<file path="config.mk">
export PLATFORM = sky130hd
export DESIGN_NAME = fifo_byte_packer
export DESIGN_NICKNAME = d
export VERILOG_FILES = /design/src/rtl/fifo_byte_packer.sv
export SDC_FILE = /design/constraint.sdc
export NUM_CORES = 1
export LEC_CHECK = 0
export ABC_AREA = 1
export CORE_UTILIZATION = 45
export CTS_CLUSTER_SIZE = 25
export DETAILED_ROUTE_END_ITERATION = 7
export DONT_BUFFER_PORTS = 1
export MAX_ROUTING_LAYER = met4
export SKIP_CTS_REPAIR_TIMING = 1
export SYNTH_ARGS = -nofsm -noshare
export SYNTH_HDL_FRONTEND = slang
export SYNTH_SLANG_ARGS = --single-unit
export TNS_END_PERCENT = 30
</file>
<file path="constraint.sdc">
create_clock -name CLK -period 3.3 [get_ports CLK]
set_input_delay 0.66 -clock CLK [delete_from_list [all_inputs] [get_ports CLK]]
set_output_delay 0.66 -clock CLK [all_outputs]
set_load 0.1 [all_outputs]
</file>
<file path="src/rtl/fifo_byte_packer.sv">
// Drain stage for a synchronous byte FIFO: packs NB consecutive bytes (first byte
// in the low lane) into one word on a valid/ready output; flush emits a partial word.
module fifo_byte_packer #(
  parameter int NB = 4,
  parameter int CW = $clog2(NB + 1)
) (
  input  logic            CLK,
  input  logic            RSTn,
  input  logic            fifo_empty,
  input  logic [7:0]      fifo_data,
  output logic            fifo_read,
  input  logic            flush,
  input  logic            out_ready,
  output logic            out_valid,
  output logic [8*NB-1:0] out_data,
  output logic [CW-1:0]   out_nbytes,
  output logic            busy
);

  // Output handshake: a word transfers on a rising CLK edge where out_valid and
  // out_ready are both high; out_valid/out_data/out_nbytes hold until then.

  localparam logic [CW:0]   NB_WIDE = (CW + 1)'(NB);
  localparam logic [CW-1:0] NB_CNT  = CW'(NB);

  logic [8*NB-1:0] asm_q, asm_d;
  logic [CW-1:0]   cnt_q, cnt_d;
  logic            rd_pend_q;
  logic            flush_req_q, flush_req_d;
  logic            out_valid_d;
  logic [8*NB-1:0] out_data_d;
  logic [CW-1:0]   out_nbytes_d;

  logic [CW:0] fill;
  logic        out_free;
  logic        move_full;
  logic        flush_go;
  logic        move;

  always_comb begin
    fill      = {1'b0, cnt_q} + {{CW{1'b0}}, rd_pend_q};
    // A byte already in flight reserves its slot, so reads stop at NB total.
    fifo_read = RSTn && !fifo_empty && !flush_req_q && (fill < NB_WIDE);
    out_free  = !out_valid || out_ready;
    move_full = (cnt_q == NB_CNT) && out_free;
    flush_go  = flush_req_q && !rd_pend_q && out_free;
    move      = move_full || (flush_go && (cnt_q != '0));
    busy      = (cnt_q != '0) || rd_pend_q || flush_req_q || out_valid;
  end

  always_comb begin
    asm_d        = asm_q;
    cnt_d        = cnt_q;
    flush_req_d  = flush_req_q;
    out_valid_d  = out_valid;
    out_data_d   = out_data;
    out_nbytes_d = out_nbytes;

    if (out_valid && out_ready) out_valid_d = 1'b0;

    // Clearing the assembly on a move keeps unused upper lanes zero for partials.
    if (move) begin
      out_valid_d  = 1'b1;
      out_data_d   = asm_q;
      out_nbytes_d = cnt_q;
      asm_d        = '0;
      cnt_d        = '0;
    end

    if (rd_pend_q) begin
      for (int k = 0; k < NB; k++) begin
        if (cnt_d == CW'(k)) asm_d[8*k +: 8] = fifo_data;
      end
      cnt_d = cnt_d + CW'(1);
    end

    if (flush_go) flush_req_d = 1'b0;
    if (flush)    flush_req_d = 1'b1;
  end

  always_ff @(posedge CLK) begin
    if (!RSTn) begin
      asm_q       <= '0;
      cnt_q       <= '0;
      rd_pend_q   <= 1'b0;
      flush_req_q <= 1'b0;
      out_valid   <= 1'b0;
      out_data    <= '0;
      out_nbytes  <= '0;
    end else begin
      asm_q       <= asm_d;
      cnt_q       <= cnt_d;
      rd_pend_q   <= fifo_read;
      flush_req_q <= flush_req_d;
      out_valid   <= out_valid_d;
      out_data    <= out_data_d;
      out_nbytes  <= out_nbytes_d;
    end
  end

endmodule

</file>
==> results.md <==
- Run status: finished, final reports clean
- Crit path from: out_valid
- Post-Place Worst Slack: 662 ps
- Via count: ~2.4k
- # DRC: 0
- Min Tclk post-route: around 2500 ps
- CP endpoint kind: flop
- Distinct cells, synth: 18
- Number of core rows: 29
- Antenna fix cells: 0
- Die X: between 80 and 90 µm
- CP arrival: around 2800 ps
- Layout cells sized above 1: 0.0651
- Final setup vio count: 0
- # fillers: 668
- Dominant synthesized flop cell: dfxtp_1
- HP Class: in2reg
- Final Skew: a little over 10 ps
- Critical path's largest stage delay: a little over 400 ps
- Avg WL per Cell: ~12 µm
- Synthesized flop and latch total: 73
- Maximum number of pins on one net before global-route repair: 39
- Total clock sinks: 73
- Final ANT Viol Nets: 0
- Global route overflow: 0
- Die ar.: about 0.0069 mm²
- Cts bufs inserted: 9
- Register area share after synthesis: 0.495
- Number of global-route vias before repair: 2384
- Least-Margin Pin Slew: approximately 1000 ps
- Initial antenna violation count: 0
- Starting density of the core: 0.465
- Drt first pass iters: 4
- Root Buffer: clkbuf_8
- Core box area: 0.00635 mm²
- Tot Pwr: approximately 1.9 mW
- Vias per std cell: between 4 and 5
- GRT Overall Usage: 0.196
- Fin worst setup slack: 754 ps
- Synth area leader: dfxtp_1
- Required time worst endpoint: ~3600 ps
- Top-count cell post-synth: nand2_1
- RR Startpoint: out_valid
- Part of the cycle the worst path needs: 0.772
- LEAKAGE: 1.33 nW
- Rel. slew slack: 0.345
- Clock transition at path regs: ~80 ps
- Starting DRT DRC Count: between 100 and 150
- First-pass GRT wire length: ~11000 µm
- Top Family by Delay on Critical Path: simple AND/OR/NAND/NOR gates
- Synth warn: 0
- Mapped Nets: ~430
- Final Hold Slack: approximately 390 ps
- Final Wtd Congestion: a little under 0.9
- Max-slew violations: 0
- Final wirelength: slightly above 6000 µm
- Max VDD drop: 326 µV
- Clk buf depth: 2
- WS Path Type: reg2reg
- CP startpoint kind: flop
- Area share of the largest cell type after synthesis: 0.495
- PD cells: just under 600 mW/mm²
- Highest Clock Rate: between 0.3 and 0.4 GHz
- Cells after synthesis: about 420
- Area contributors post-synth: dfxtp_1 (49%), nand2_1 (20%), a21oi_1 (8.1%), inv_1 (5.0%), nand4_1 (3.4%)
- Dpl hpwl: slightly above 4000 µm
- Number of synthesized flops with an enable pin: 0
- # H-tree levels: 3
- Worst-skew pair later-pin latency: between 300 and 400 ps
- Worst Path Buf+Inv: 2
- Slowest cell on the critical path: nand3_2
- Post-synth ARST share: 0
- RSZ-0062 raised after global routing: no
- Hold Startpoint: fifo_empty
- Area Overhead vs Synth: 8.73%
- TritonCTS clock tree: done
- IO Count: 51
- Syn_area_per_cell: between 7 and 8 µm²
- Fin nets: about 430
- Port-buffer cells: 0
- Netlist Area Pre-Place: 0.00295 mm²
- Most common cell on crit path: nand2_1
- Commonest cells post-synth: nand2_1 (160), dfxtp_1 (73), a21oi_1 (48), inv_1 (39), nor2_1 (25)
- Hold Vio Cnt, Final: 0
- Die H: just over 80 µm
- Critical Path Fanout Max: 25
- Worst-path cell chain: buf_4, nand2_1, nand3_2, nand2_1, inv_1, ha_1, ha_1, nand2_1, o21ai_0, a21oi_1
- Max-cap violations: 0
- TNS Setup: 0 ps
[registers in the layout (all words and copies together) (netlist names)]
register and count:
out_data 32, out_valid 1, out_nbytes 3, asm_q 32, rd_pend_q 1, cnt_q 3
flush_req_q 1
[power breakdown]
group | leakage [nW] | switching, mW | internal (mW)
clock | 0.106 | 0.326 | 0.422
sequential | 0.590 | 0.0495 | 0.901
combinational | 0.635 | 0.151 | 0.0486
[cell type report]
cell class / count / area, µm² / share of cell area
Tap cell: 77 / 96.3 / 0.0300
Timing Repair Buffer: 8 / 60.1 / 0.0187
Clock inverter: 6 / 82.6 / 0.0257
Multi-Input combinational cell: 277 / 1230 / 0.383
Sequential cell: 73 / 1460 / 0.455
Inverter: 41 / 154 / 0.0479
Clock buffer: 10 / 128 / 0.0397
[per-layer routing]
| metal | share of wire | global-route usage | vias to the layer above |
|---|---|---|---|
| met4 | 0.019 | 0.0737 | 0 |
| li1 | - | - | 1290 |
| met2 | 0.43 | 0.296 | 58 |
| met5 | 0 | - | - |
| met3 | 0.072 | 0.0765 | 13 |
| met1 | 0.48 | 0.236 | 1076 |
[kinds of logic (layout without fill, tap and decap cells)]
| family | after synthesis | count (layout) | share of synthesized area |
|---|---|---|---|
| AO/OA/AOI/OAI | 65 | 65 | 0.110 |
| flip-flops | 73 | 73 | 0.495 |
| AND/OR/NAND/NOR | 208 | 208 | 0.284 |
| buffers and inverters | 67 | 65 | 0.0940 |
| adder cells (fa/ha/maj) | 4 | 4 | 0.0169 |
[placed cells by master (no fill, tap or decap)]
cell        count
inv_2           2
o21ai_0        17
or4_1           1
inv_1          39
nor4_1          1
clkinvlp_4      1
nand3_1         3
nor4_4          1
nor2_1         25
dfxtp_1        73
clkbuf_1        1
clkbuf_8        9
buf_4           8
clkinv_2        3
nand4_1        16
nand2_1       160
bufinv_16       2
nand3_2         1
a21oi_1        48
ha_1            4
[worst paths after layout]
kind / endpoint / slack [ps] / cells after the start
worst max register to register: asm_q[24] / 750 / 10
worst max-delay path: asm_q[24] / 750 / 10
worst min register to register: asm_q[30] / 460 / 2
worst min-delay path: rd_pend_q / 390 / 1
[per-stage QoR]
step / util / instances / instance area (µm²)
3_3_place_gp: 0.473 / 476 / 3000
4_1_cts: 0.506 / 492 / 3210
2_1_floorplan: - / 417 / 2970
3_5_place_dp: 0.473 / 476 / 3000
6_report: 0.506 / 492 / 3210
5_1_grt: 0.506 / 492 / 3210
No activity file was read; power rests on OpenSTA's default activity.
